`src/rtl/jm_engine_pkg.sv`:
```
// Shared definitions for the job-scheduler engine endpoint: descriptor field
// positions, internally generated status codes and the endpoint FSM states.
package jm_engine_pkg;

  // Job descriptor field layout (LSB position and width within jd_payload)
  localparam int OPCODE_LSB = 0;
  localparam int OPCODE_W   = 8;
  localparam int FLAGS_LSB  = 8;
  localparam int FLAGS_W    = 8;
  localparam int JOB_ID_LSB = 32;
  localparam int JOB_ID_W   = 32;
  localparam int SRC_LSB    = 64;
  localparam int SRC_W      = 64;
  localparam int DST_LSB    = 128;
  localparam int DST_W      = 64;
  localparam int LEN_LSB    = 192;
  localparam int LEN_W      = 32;

  // Highest descriptor bit actually decoded
  localparam int DESC_MSB   = LEN_LSB + LEN_W - 1;

  // Status codes produced by the endpoint itself
  localparam logic [7:0] ST_ZERO_LEN = 8'hFE;
  localparam logic [7:0] ST_TIMEOUT  = 8'hFF;

  typedef enum logic [1:0] {
    S_IDLE     = 2'd0,
    S_DISPATCH = 2'd1,
    S_RUN      = 2'd2,
    S_DONE     = 2'd3
  } jm_state_e;

endpackage

```
`src/rtl/jm_watchdog.sv`:
```
// Watchdog counter: held at zero while disabled, counts one per cycle while
// enabled, and flags expiry on the cycle the count reaches limit-1.
// A limit of zero disables expiry entirely.
module jm_watchdog #(
  parameter int CNT_W = 32
) (
  input  logic             clk,
  input  logic             rst_n,
  input  logic             en,
  input  logic [CNT_W-1:0] limit,
  output logic             expired
);

  logic [CNT_W-1:0] count_q;

  // Restart from zero every time the enable window opens
  always_ff @(posedge clk or negedge rst_n) begin
    if (!rst_n) begin
      count_q <= '0;
    end else if (!en) begin
      count_q <= '0;
    end else begin
      count_q <= count_q + 1'b1;
    end
  end

  assign expired = en && (limit != '0) && (count_q == (limit - 1'b1));

endmodule

```
`src/rtl/jm_engine_endpoint.sv`:
```
// Kernel-side endpoint of the scheduler handshake. Captures a job descriptor
// on engine_start, offers it to the kernel over valid/ready, supervises the
// run with a watchdog and returns a one-cycle engine_done with the status.
module jm_engine_endpoint
  import jm_engine_pkg::*;
#(
  parameter int          HOST_DWIDTH    = 1024,   // must be >= 256
  parameter logic [31:0] TIMEOUT_CYCLES = 32'd1048576
) (
  input  logic                   clk,
  input  logic                   rst_n,
  input  logic                   engine_start,
  input  logic [HOST_DWIDTH-1:0] jd_payload,
  output logic                   engine_done,
  output logic                   k_job_valid,
  input  logic                   k_job_ready,
  output logic [7:0]             k_opcode,
  output logic [7:0]             k_flags,
  output logic [31:0]            k_job_id,
  output logic [63:0]            k_src_addr,
  output logic [63:0]            k_dst_addr,
  output logic [31:0]            k_length,
  input  logic                   k_done,
  input  logic [7:0]             k_status,
  output logic                   k_abort,
  output logic                   busy,
  output logic [7:0]             last_status,
  output logic [31:0]            job_count,
  output logic                   err_overlap
);

  jm_state_e   state_q;
  jm_state_e   state_d;
  logic        accept_start;
  logic        start_len_zero;
  logic        commit;
  logic [7:0]  commit_status;
  logic        abort_d;
  logic        wd_expired;

  // Payload bits outside the decoded fields are intentionally ignored
  logic        payload_unused;
  assign payload_unused = ^{jd_payload[HOST_DWIDTH-1:DESC_MSB+1],
                            jd_payload[JOB_ID_LSB-1:FLAGS_LSB+FLAGS_W]};

  assign accept_start   = engine_start && (state_q == S_IDLE);
  assign start_len_zero = (jd_payload[LEN_LSB +: LEN_W] == '0);

  // The watchdog only runs while the kernel owns the job
  jm_watchdog #(
    .CNT_W (32)
  ) u_watchdog (
    .clk     (clk),
    .rst_n   (rst_n),
    .en      (state_q == S_RUN),
    .limit   (TIMEOUT_CYCLES),
    .expired (wd_expired)
  );

  // Next-state logic; commit marks the cycle a job's result is decided
  always_comb begin
    state_d       = state_q;
    commit        = 1'b0;
    commit_status = 8'h00;
    abort_d       = 1'b0;
    case (state_q)
      S_IDLE: begin
        if (engine_start) begin
          if (start_len_zero) begin
            state_d       = S_DONE;
            commit        = 1'b1;
            commit_status = ST_ZERO_LEN;
          end else begin
            state_d = S_DISPATCH;
          end
        end
      end
      S_DISPATCH: begin
        if (k_job_ready) begin
          state_d = S_RUN;
        end
      end
      S_RUN: begin
        // Kernel completion takes priority over a simultaneous expiry
        if (k_done) begin
          state_d       = S_DONE;
          commit        = 1'b1;
          commit_status = k_status;
        end else if (wd_expired) begin
          state_d       = S_DONE;
          commit        = 1'b1;
          commit_status = ST_TIMEOUT;
          abort_d       = 1'b1;
        end
      end
      S_DONE: begin
        state_d = S_IDLE;
      end
      default: begin
        state_d = S_IDLE;
      end
    endcase
  end

  // FSM state register
  always_ff @(posedge clk or negedge rst_n) begin
    if (!rst_n) begin
      state_q <= S_IDLE;
    end else begin
      state_q <= state_d;
    end
  end

  // Descriptor register: only an accepted start may overwrite it
  always_ff @(posedge clk or negedge rst_n) begin
    if (!rst_n) begin
      k_opcode   <= '0;
      k_flags    <= '0;
      k_job_id   <= '0;
      k_src_addr <= '0;
      k_dst_addr <= '0;
      k_length   <= '0;
    end else if (accept_start) begin
      k_opcode   <= jd_payload[OPCODE_LSB +: OPCODE_W];
      k_flags    <= jd_payload[FLAGS_LSB  +: FLAGS_W];
      k_job_id   <= jd_payload[JOB_ID_LSB +: JOB_ID_W];
      k_src_addr <= jd_payload[SRC_LSB    +: SRC_W];
      k_dst_addr <= jd_payload[DST_LSB    +: DST_W];
      k_length   <= jd_payload[LEN_LSB    +: LEN_W];
    end
  end

  // Result bookkeeping, valid alongside the engine_done pulse
  always_ff @(posedge clk or negedge rst_n) begin
    if (!rst_n) begin
      last_status <= '0;
      job_count   <= '0;
    end else if (commit) begin
      last_status <= commit_status;
      job_count   <= job_count + 32'd1;
    end
  end

  // Sticky flag for a start arriving while a job is still in flight
  always_ff @(posedge clk or negedge rst_n) begin
    if (!rst_n) begin
      err_overlap <= 1'b0;
    end else if (engine_start && (state_q != S_IDLE)) begin
      err_overlap <= 1'b1;
    end
  end

  assign engine_done = (state_q == S_DONE);
  assign k_job_valid = (state_q == S_DISPATCH);
  assign busy        = (state_q != S_IDLE);
  assign k_abort     = abort_d;

endmodule

```
`config.mk`:
```
export PLATFORM = sky130hd
export DESIGN_NAME = jm_engine_endpoint
export DESIGN_NICKNAME = d
export VERILOG_FILES = /design/src/rtl/jm_engine_pkg.sv /design/src/rtl/jm_watchdog.sv /design/src/rtl/jm_engine_endpoint.sv
export SDC_FILE = /design/constraint.sdc
export NUM_CORES = 1
export LEC_CHECK = 0
export BUFFER_PORTS_ARGS = -buffer_cell sky130_fd_sc_hd__buf_2
export CAP_MARGIN = 0
export CORE_AREA = 10 10 501 503
export DETAILED_ROUTE_END_ITERATION = 6
export DIE_AREA = 0 0 511 513
export GPL_TIMING_DRIVEN = 1
export PLACE_DENSITY = 0.3
export REMOVE_ABC_BUFFERS = 1
export SETUP_SLACK_MARGIN = 0.15
export SYNTH_ARGS = -nofsm -noshare
export SYNTH_HDL_FRONTEND = slang
export SYNTH_HIERARCHICAL = 1
export SYNTH_SLANG_ARGS = --single-unit
```
`constraint.sdc`:
```
create_clock -name clk -period 6 [get_ports clk]
set_input_delay 0 -clock clk [delete_from_list [all_inputs] [get_ports clk]]
set_output_delay 0 -clock clk [all_outputs]
set_load 0.02 [all_outputs]
```
==> reports/results.ini <==
[clock_tree]
cts.sinks=283
root_buffer=clkbuf_16
worstSkewPairLatency_ns=0.60
cts_tree=built
clkTransAtPathRegs_ns=0.05
ctsResizeCount=0
clock_path_buffers=3
htree_num_levels=2
cts_buffers=40

[drt]
initialDrtViolationCount=372
viasPerCell=2.06
num_vias=10300
wirelength_mm=62.5
ant_nets=0
drc=0
wl_per_cell_um=12.5
first_pass_iters=4

[synthesis]
synth_edf_count=0
synth_area_leader_cell=dfrtp_1
syn_inst=937
yosysWarnings=6
syn_area_per_cell_um2=13.4
synth_ff_type=dfrtp_1
syn_area_mm2=0.0125
synth_most_common_cell=dfrtp_1
synthDistinctLibCells=61
ys_ff_latch=283
yosys-top-cells-count=dfrtp_1, mux2_2, xnor2_1
yosysSeqAreaShare=0.565
async_flop_share=1.00
synthTopCellsByArea=dfrtp_1, mux2_2, xnor2_1
synth_top_area_frac=0.565

[setup_path]
critPathSlowestCell=nor3b_1
path_cells=xnor2_1, xnor2_1, o31ai_1, nand3_1, nor4_2, nand4_1, nor4_2, o21a_1, inv_1, o31ai_4, nor3b_1, xor2_1
cp.depth=12
critPathKind=reg2reg
critPathTopFamily=simple AND/OR/NAND/NOR gates
slowest_delay_ns=0.69
critPathCaptureType=flop
worstPathBufferInverterCount=1
reg2reg_depth=12
crit_fanout=7
cp_data_required_time_ns=6.44
crit_path_start_kind=flop
critPathArrivalTime_ns=4.43

[global_routing]
grt_pass1_wl_mm=88.7
gr-usage-all-layers=0.0466
grt_pass1_vias=11600
grt_start_max_net_pins=133
antenna_found_initial=14
grt-ovfl-total=0

[die]
core.rowCount=180
pin_count=1290
initial_core_util=0.0521
fp.dieH_um=513
fp.dieW_um=511
dieArea_mm2=0.262
core_mm2=0.240

[layout]
drive_above_1_share=0.429
area_growth_pct=82.6
stdcell_area_mm2=0.0229
post-route-util=0.0952
final_cell_count_no_fill=4998
final_nets=2828

[sta]
finalHoldViolations=0
timing.fmax_mhz=251
maxSlewViolCount=0
tightest_slew_ns=0.932
fin_ws_ns=2.01
rsz0062_at_grt=no
slew_headroom=0.378
post-route-period-util=0.665
hold_ws_ns=0.153
fin_crit_ns=3.99
setup_viol=0
fin_skew_ns=0.0156

[power_and_ir_drop]
p_per_area_mw_per_mm2=400
power.leakage_nw=9.37
peakVddDrop_v=0.000274

[worst_hold_path]
holdPathStages=3
hp-class=in2reg

[placement]
dpl_worst_slack_ns=1.81
portBuffers=473
hpwl_mm=50.1
place_congestion=0.695
post_dp_cell_area_mm2=0.0193
dp_cells=4703

[job]
maxCapViolCount=0

[run_status]
outcome=finished, final reports clean

-- cells in the final DEF, fill, tap and decap left out, drive strengths merged, types with 10 or more instances in the layout --
cell type,instances
nor4,21
and3,16
nand2,22
buf,485
o21ai,18
nor3,14
and2,26
nand4,23
conb,135
dfrtp,283
xnor2,72
clkbuf,56
inv,14
or3,10
nand3,37
dlygate4sd3,222
mux2,211
nor2,18
xor2,28
-- metrics by stage --
| stage | TNS (ns) | power [W] |
|---|---|---|
| 3_5_place_dp | 0 | 0.00678 |
| 2_1_floorplan | -22.09 | 0.00535 |
| 6_report | 0 | 0.00916 |
| 5_1_grt | 0 | 0.00978 |
| 4_1_cts | 0 | 0.00944 |
| 3_3_place_gp | 0 | 0.00677 |
-- per-layer routing --
| metal | wire, um | track usage | part of all wire |
|---|---|---|---|
| met5 | 0 | 0 | 0 |
| met4 | 2020 | 0.0176 | 0.032 |
| met3 | 4450 | 0.0159 | 0.071 |
| met1 | 23800 | 0.0501 | 0.38 |
| met2 | 32200 | 0.0841 | 0.52 |
-- where the power goes --
part	switching (W)	total, W	internal [W]	leakage (nW)
clock network	0.000979	0.00239	0.00141	0.634
registers	0.000389	0.00307	0.00268	3.46
logic	0.00222	0.00369	0.00147	5.28
-- flip-flops by register name, summed over array words and instances, names as in the netlist --
signal,flops
u_watchdog/count_q,32
err_overlap,1
last_status,8
state_q,2
k_length,32
k_flags,8
k_job_id,32
k_opcode,8
k_dst_addr,64
k_src_addr,64
job_count,32
-- path summary, 6_finish.rpt --
check	slack [ns]	endpoint	from
max	2.01	job_count[31]$_DFFE_PN0P_	u_watchdog/count_q[3]$_DFF_PN0_
min	0.15	last_status[2]$_DFFE_PN0P_	k_status[2]
max reg2reg	2.01	job_count[31]$_DFFE_PN0P_	u_watchdog/count_q[3]$_DFF_PN0_
min reg2reg	0.46	err_overlap$_DFFE_PN0P_	err_overlap$_DFFE_PN0P_
max in group asynchronous	4.29	k_src_addr[13]$_DFFE_PN0P_	rst_n
min in group asynchronous	0.51	k_src_addr[50]$_DFFE_PN0P_	rst_n
-- area by class of cell --
class	count	area, um2
antenna	5	12.5
clock buffer	56	1140
clock inverter	11	145
fill	27700	217000
inverter	13	48.8
multi-input combinational	738	5750
sequential	283	7080
tap	3185	3990
timing repair buffer	707	4710
-- worst min-delay path: cells and delay by family --
family	cells	cell delay, ns
AOI/OAI and AO/OA	1	0.10
buffers and inverters	2	0.61
-- what timing repair did --
action	CTS	global route
setup buffers	0	0
hold endpoints to repair	301	0
hold buffers	223	0
-- logic make-up after synthesis --
| group | Yosys count | synth area share |
|---|---|---|
| mux | 213 | 0.191 |
| xor+xnor | 100 | 0.0699 |
| simple gates | 225 | 0.115 |
| flops | 283 | 0.565 |
| compound gates | 57 | 0.0332 |
| other cells | 2 | 0.000600 |
| buf+inv | 49 | 0.0167 |
| fa+ha+maj | 8 | 0.00799 |
Note: power is estimated with default switching activity, not from simulation.
